$ cat src/rtl/timer_time_counter_if.sv
// ---------------------------------------------------------------------------
// timer_time_counter_if
//
// Bundles the host-side signals of the microsecond timer / timestamp block.
//
//   timer_nwr        active-low timer write strobe (level sensitive)
//   timer_value      timer period in microseconds, taken while timer_nwr low
//   interrupt        timer interrupt request (registered in the block)
//   interrupt_clear  active-high interrupt acknowledge
//   time_nrd         active-low time read strobe; freezes time_value while low
//   time_value       microsecond timestamp (registered in the block)
//
// The master modport is the host (or testbench) side; the slave modport is
// the timer block itself.
// ---------------------------------------------------------------------------
interface timer_time_counter_if;

    logic        timer_nwr;
    logic [31:0] timer_value;
    logic        interrupt;
    logic        interrupt_clear;
    logic        time_nrd;
    logic [31:0] time_value;

    modport master (
        output timer_nwr,
        output timer_value,
        output interrupt_clear,
        output time_nrd,
        input  interrupt,
        input  time_value
    );

    modport slave (
        input  timer_nwr,
        input  timer_value,
        input  interrupt_clear,
        input  time_nrd,
        output interrupt,
        output time_value
    );

endinterface : timer_time_counter_if

$ cat src/rtl/timer_time_counter.sv
// ---------------------------------------------------------------------------
// timer_time_counter
//
// Microsecond time base with a free-running timestamp and a periodic timer.
//
// A prescaler divides clk by MHZ_TIMER_VALUE to produce a one-cycle tick
// every microsecond. Each tick advances a 32-bit timestamp counter and, when
// the timer is enabled, decrements a 32-bit down-counter. When the
// down-counter expires it reloads from the reload register and raises the
// interrupt, giving an interrupt period of exactly "reload" microseconds.
//
// Ports:
//   clk     system clock, all state changes on the rising edge
//   nreset  asynchronous active-low reset, clears every register
//   bus     timer_time_counter_if.slave
//             timer_nwr / timer_value    : load reload + down-counter
//             interrupt / interrupt_clear: sticky request and acknowledge
//             time_nrd / time_value      : snapshot read of the timestamp
//
// Parameters:
//   MHZ_TIMER_BITS   width of the prescaler counter
//   MHZ_TIMER_VALUE  clk cycles per microsecond, 1 .. 2**MHZ_TIMER_BITS-1
// ---------------------------------------------------------------------------
module timer_time_counter #(
    parameter int MHZ_TIMER_BITS  = 8,
    parameter int MHZ_TIMER_VALUE = 27
) (
    input  logic                 clk,
    input  logic                 nreset,
    timer_time_counter_if.slave  bus
);

    // Last prescaler count before the wrap; the tick fires on this count.
    localparam logic [MHZ_TIMER_BITS-1:0] PRESC_LAST =
        MHZ_TIMER_BITS'(MHZ_TIMER_VALUE - 1);
    localparam logic [MHZ_TIMER_BITS-1:0] PRESC_ONE  = MHZ_TIMER_BITS'(1);
    localparam logic [MHZ_TIMER_BITS-1:0] PRESC_ZERO = {MHZ_TIMER_BITS{1'b0}};

    // -----------------------------------------------------------------------
    // Registers
    // -----------------------------------------------------------------------
    logic [MHZ_TIMER_BITS-1:0] presc_r;     // microsecond prescaler
    logic [31:0]               time_cnt_r;  // free-running timestamp
    logic [31:0]               time_val_r;  // timestamp as presented to host
    logic [31:0]               reload_r;    // timer period, 0 = disabled
    logic [31:0]               down_r;      // microseconds left in period
    logic                      irq_r;       // sticky interrupt request

    // -----------------------------------------------------------------------
    // Next-state signals
    // -----------------------------------------------------------------------
    logic                      tick_s;
    logic                      expire_s;
    logic [MHZ_TIMER_BITS-1:0] presc_nxt_s;
    logic [31:0]               time_cnt_nxt_s;
    logic [31:0]               time_val_nxt_s;
    logic [31:0]               reload_nxt_s;
    logic [31:0]               down_nxt_s;
    logic                      irq_nxt_s;

    // Prescaler: count 0..MHZ_TIMER_VALUE-1, tick on the last count.
    always_comb begin
        tick_s      = 1'b0;
        presc_nxt_s = presc_r;
        if (presc_r == PRESC_LAST) begin
            tick_s      = 1'b1;
            presc_nxt_s = PRESC_ZERO;
        end else begin
            tick_s      = 1'b0;
            presc_nxt_s = presc_r + PRESC_ONE;
        end
    end

    // Timestamp: advance once per tick, wrapping silently at 2**32.
    always_comb begin
        time_cnt_nxt_s = time_cnt_r;
        if (tick_s) begin
            time_cnt_nxt_s = time_cnt_r + 32'd1;
        end else begin
            time_cnt_nxt_s = time_cnt_r;
        end
    end

    // Read snapshot: follow the counter while time_nrd is high, freeze while
    // it is low so the host sees one stable value for the whole strobe.
    // The copy lags the counter by one clk.
    always_comb begin
        time_val_nxt_s = time_val_r;
        if (bus.time_nrd) begin
            time_val_nxt_s = time_cnt_r;
        end else begin
            time_val_nxt_s = time_val_r;
        end
    end

    // Timer expiry: a tick lands on the final microsecond of an enabled
    // period. A write in the same cycle takes priority, so the tick is lost
    // to the timer. The "<= 1" compare also catches a zero down-counter with
    // a non-zero reload, a state a write can never produce, so the timer
    // cannot run away through a 2**32 wrap.
    always_comb begin
        expire_s = 1'b0;
        if (bus.timer_nwr && tick_s && (reload_r != 32'd0) &&
            (down_r <= 32'd1)) begin
            expire_s = 1'b1;
        end else begin
            expire_s = 1'b0;
        end
    end

    // Timer state: load on write, else reload-or-decrement on each enabled
    // tick. A zero reload parks the down-counter at zero.
    always_comb begin
        reload_nxt_s = reload_r;
        down_nxt_s   = down_r;
        if (!bus.timer_nwr) begin
            reload_nxt_s = bus.timer_value;
            down_nxt_s   = bus.timer_value;
        end else if (expire_s) begin
            reload_nxt_s = reload_r;
            down_nxt_s   = reload_r;
        end else if (tick_s && (reload_r != 32'd0)) begin
            reload_nxt_s = reload_r;
            down_nxt_s   = down_r - 32'd1;
        end else begin
            reload_nxt_s = reload_r;
            down_nxt_s   = down_r;
        end
    end

    // Interrupt: a write clears it; an expiry sets it and beats a coincident
    // acknowledge; otherwise an acknowledge clears it. Repeated expiries while
    // already set leave it set with no overflow indication.
    always_comb begin
        irq_nxt_s = irq_r;
        if (!bus.timer_nwr) begin
            irq_nxt_s = 1'b0;
        end else if (expire_s) begin
            irq_nxt_s = 1'b1;
        end else if (bus.interrupt_clear) begin
            irq_nxt_s = 1'b0;
        end else begin
            irq_nxt_s = irq_r;
        end
    end

    // State registers; nreset clears everything, aborting any running period.
    always_ff @(posedge clk or negedge nreset) begin
        if (!nreset) begin
            presc_r    <= PRESC_ZERO;
            time_cnt_r <= 32'd0;
            time_val_r <= 32'd0;
            reload_r   <= 32'd0;
            down_r     <= 32'd0;
            irq_r      <= 1'b0;
        end else begin
            presc_r    <= presc_nxt_s;
            time_cnt_r <= time_cnt_nxt_s;
            time_val_r <= time_val_nxt_s;
            reload_r   <= reload_nxt_s;
            down_r     <= down_nxt_s;
            irq_r      <= irq_nxt_s;
        end
    end

    // Outputs come straight from registers.
    assign bus.interrupt  = irq_r;
    assign bus.time_value = time_val_r;

endmodule : timer_time_counter

$ cat src/flat_wrapper.sv
// flat-port wrapper written by rule: the top's interface ports become plain ports
module timer_time_counter_flat 
#(
    parameter int MHZ_TIMER_BITS  = 8,
    parameter int MHZ_TIMER_VALUE = 27
)
  (clk, nreset, bus_timer_nwr, bus_timer_value, bus_interrupt_clear, bus_time_nrd, bus_interrupt, bus_time_value);
  timer_time_counter_if bus_i ();
  input  logic clk;
  input  logic nreset;
  input wire logic [$bits(bus_i.timer_nwr)-1:0] bus_timer_nwr;
  input wire logic [$bits(bus_i.timer_value)-1:0] bus_timer_value;
  input wire logic [$bits(bus_i.interrupt_clear)-1:0] bus_interrupt_clear;
  input wire logic [$bits(bus_i.time_nrd)-1:0] bus_time_nrd;
  output wire logic [$bits(bus_i.interrupt)-1:0] bus_interrupt;
  output wire logic [$bits(bus_i.time_value)-1:0] bus_time_value;
  assign bus_i.timer_nwr = bus_timer_nwr;
  assign bus_i.timer_value = bus_timer_value;
  assign bus_i.interrupt_clear = bus_interrupt_clear;
  assign bus_i.time_nrd = bus_time_nrd;
  assign bus_interrupt = bus_i.interrupt;
  assign bus_time_value = bus_i.time_value;
  timer_time_counter #(.MHZ_TIMER_BITS(MHZ_TIMER_BITS), .MHZ_TIMER_VALUE(MHZ_TIMER_VALUE)) u_core (.clk(clk), .nreset(nreset), .bus(bus_i));
endmodule
$ cat config.mk
export PLATFORM = sky130hd
export DESIGN_NAME = timer_time_counter_flat
export DESIGN_NICKNAME = d
export VERILOG_FILES = /design/src/rtl/timer_time_counter_if.sv /design/src/rtl/timer_time_counter.sv /design/src/flat_wrapper.sv
export SDC_FILE = /design/constraint.sdc
export NUM_CORES = 1
export LEC_CHECK = 0
export ABC_AREA = 1
export ABC_CLOCK_PERIOD_IN_PS = 1700
export CORE_ASPECT_RATIO = 1.5
export CORE_MARGIN = 10
export CORE_UTILIZATION = 35
export DETAILED_ROUTE_END_ITERATION = 7
export PLACE_DENSITY = 0.56
export SLEW_MARGIN = 10
export SYNTH_ARGS = -nofsm -noshare
export SYNTH_HDL_FRONTEND = slang
export SYNTH_SLANG_ARGS = --single-unit
$ cat constraint.sdc
create_clock -name clk -period 1.7 [get_ports clk]
set_input_delay 0.425 -clock clk [delete_from_list [all_inputs] [get_ports clk]]
set_output_delay 0.425 -clock clk [all_outputs]
set_load 0.01 [all_outputs]
==> flow_summary.json <==
{
  "min_period_ps": 2040,
  "area_growth_pct": 48.0,
  "grt_pass1_wl_mm": 39.1,
  "die_w_um": 140,
  "dieArea_um2": 28100,
  "tritoncts": "done",
  "wl_per_cell_um": 15.8,
  "antenna_found_initial": 0,
  "max_freq_mhz": 490,
  "clk_latency_ps": 440,
  "post-place-ws_ps": -314,
  "power_density_nw_per_um2": 774,
  "maxCapViolations": 0,
  "die_h_um": 200,
  "cp_max_fo": 6,
  "nets": 1332,
  "finClkSkew_ps": 10.1,
  "clk_path_buf_depth": 2,
  "grt_max_degree": 44,
  "cp-start-kind": "register",
  "timing.slew.headroom_pct": 69.8,
  "drc": 0,
  "antenna_cells": 0,
  "synthCells": 1046,
  "final_layout_size_suffix_gt1_share_pct": 27.1,
  "rsz0062_at_grt": "true",
  "finalHoldViolations": 0,
  "crit_type": "reg -> reg",
  "grt_pass1_vias": 7845,
  "clkSinkCount": 137,
  "clkTransAtPathRegs_ps": 70,
  "dp_cells": 1505,
  "synth_fp_nets": 1088,
  "initial_core_util_pct": 35.9,
  "place_congestion": 0.930,
  "place_area_um2": 9700,
  "synth_area_um2": 7580,
  "via_per_inst": 4.79,
  "routed_wl_mm": 24.9,
  "coreArea_um2": 21100,
  "grt_overflow_total": 0,
  "worst_slack_ps": -341,
  "multi_input_area_um2": 4020,
  "htreeDepth": 4,
  "slew_viol_final": 0,
  "ys_ff_latch": 137,
  "dr.pass1.iters": 5,
  "required_ps": 2020,
  "vdd_drop_max_mv": 0.662,
  "detail-route-antenna-nets": 0,
  "fin_cells": 1571,
  "root_buffer": "clkbuf_16",
  "ff2ff_setup_slack_ps": -340,
  "num_rows": 65,
  "register_area_um2": 3430,
  "setup_violations": 48,
  "seq_area_frac_synth_pct": 45.2,
  "hold_path.class": "in -> async",
  "vias": 7529,
  "fill_cells": 1994,
  "outcome": "complete, but fails checks",
  "final_design_area_no_fill_um2": 11200,
  "worst_pin_slew_ps": 453,
  "min_period_over_period_pct": 120,
  "power.total_w": 0.00868,
  "leakagePower_nw": 5.76,
  "ys_types": 32,
  "cts_made_buffers": 17,
  "violations": "negative setup slack",
  "fin_tns_setup_ps": -8620,
  "end_kind": "register",
  "grt_usage_pct": 17.2,
  "arrival_ps": 2360,
  "syn_area_per_cell_um2": 7.25,
  "yosys_warnings": 0,
  "drtIter0Drc": 390,
  "port_buffers": 69,
  "io_pins": 70,
  "place_hpwl_mm": 17.8
}
## power by group
part | switching (W) | internal [W]
Sequential | 0.000140 | 0.00345
Combinational | 0.000756 | 0.000637
Clock | 0.00157 | 0.00213
Total | 0.00247 | 0.00622
## cells in the final DEF (no fill, tap or decap), types with 5 or more instances in the layout
master and count:
nand4_1 19, clkbuf_16 19, buf_6 18, xor2_1 38, nor2_1 150, nand2_1 274
buf_12 8, dlygate4sd2_1 33, nand3_2 25, nand2_2 14, inv_1 127, xnor2_1 7
dfrtp_1 137, a21oi_1 29, nor2_4 15, nor3_1 10, nand3b_1 5, buf_4 156
mux2_2 9, nand3_1 44, clkdlybuf4s50_1 33, nand2_4 12, nor2_2 30, clkinv_4 5
o21ai_0 27
## cells in the mapped netlist (all sizes together)
| library cell | n | area (µm²) |
|---|---|---|
| nand2 | 300 | 1140 |
| nor2 | 195 | 767 |
| dfrtp | 137 | 3430 |
| inv | 131 | 492 |
| nand3 | 70 | 360 |
| xor2 | 38 | 333 |
| o21ai | 35 | 175 |
| a21oi | 31 | 166 |
| nand4 | 19 | 119 |
| buf | 17 | 85.1 |
| nor3 | 17 | 95.1 |
| clkbuf | 16 | 60.1 |
| mux2 | 9 | 101 |
| xnor2 | 8 | 70.1 |
| ha | 5 | 62.6 |
| nand3b | 5 | 37.5 |
| nor4 | 4 | 25.0 |
| o21a | 4 | 30.0 |
| o22ai | 3 | 18.8 |
| and2 | 1 | 6.26 |
| nor3b | 1 | 7.51 |
## registers in the layout, indices dropped and copies added (netlist names)
| name | flops |
|---|---|
| u_core.bus.time_value | 32 |
| u_core.bus.interrupt | 1 |
| u_core.reload_r | 32 |
| u_core.down_r | 32 |
| u_core.time_cnt_r | 32 |
| u_core.presc_r | 8 |
## critical path: stages, from the launching register on
cell,delay [ps]
dfrtp_1,380
inv_1,70
ha_2,170
nand2_2,50
nor2_2,100
nand2_2,110
buf_6,160
inv_8,50
nand2_4,40
nor2_4,150
nand2_4,130
buf_12,180
nand2_4,60
nor2_2,40
nor2_2,150
nor2_1,80
## stage by stage
step	hold slack, ps	utilization, %
2_1_floorplan	129	-
6_report	402	53.0
3_5_place_dp	290	45.9
5_1_grt	420	53.0
3_3_place_gp	291	45.9
4_1_cts	413	51.6
## path summary, 6_finish.rpt
check / from / to / depth (start not counted)
worst max register to register: u_core.presc_r[0] / u_core.down_r[25] / 15
worst max-delay path: u_core.presc_r[0] / u_core.down_r[25] / 15
worst min register to register: u_core.time_cnt_r[31] / u_core.time_cnt_r[31] / 1
min in group clk: u_core.time_cnt_r[31] / u_core.time_cnt_r[31] / 1
max in group asynchronous: nreset / u_core.reload_r[11] / 3
worst min-delay path: nreset / u_core.reload_r[23] / 2
## layout make-up
cell class                 count  area share [%]
timing repair buffer         258            20.9
clock buffer                  19            4.04
clock inverter                13            1.20
sequential                   137            30.6
multi-input combinational    745            35.8
tap                          268            2.99
inverter                     131            4.45
## cell families (layout without fill, tap and decap cells)
family                   count (synthesis)  after routing  synth area share, %
flip-flops                             137            137                 45.2
multiplexers                             9              9                 1.34
AO/OA/AOI/OAI                           73             73                 5.15
adder cells (fa/ha/maj)                  5              5                0.825
AND/OR/NAND/NOR                        612            612                 33.8
XOR/XNOR                                46             46                 5.31
buffers and inverters                  164            421                 8.40
## layer usage
layer | track usage [%] | part of all wire (%)
met2 | 32.5 | 55
met1 | 16.7 | 37
met3 | 3.29 | 2.7
met4 | 10.3 | 5.5
met5 | 0 | 0
## what timing repair did
item | CTS | global route
gates cloned | 5 | 2
buffers inserted | 22 | 8
pin swaps | 35 | 23
hold buffers | 1 | 0
hold endpoints to repair | 14 | 0
resized for setup | 130 | 64
endpoints found under the setup margin | 83 | 62
Power figures use the tool's default switching activity.
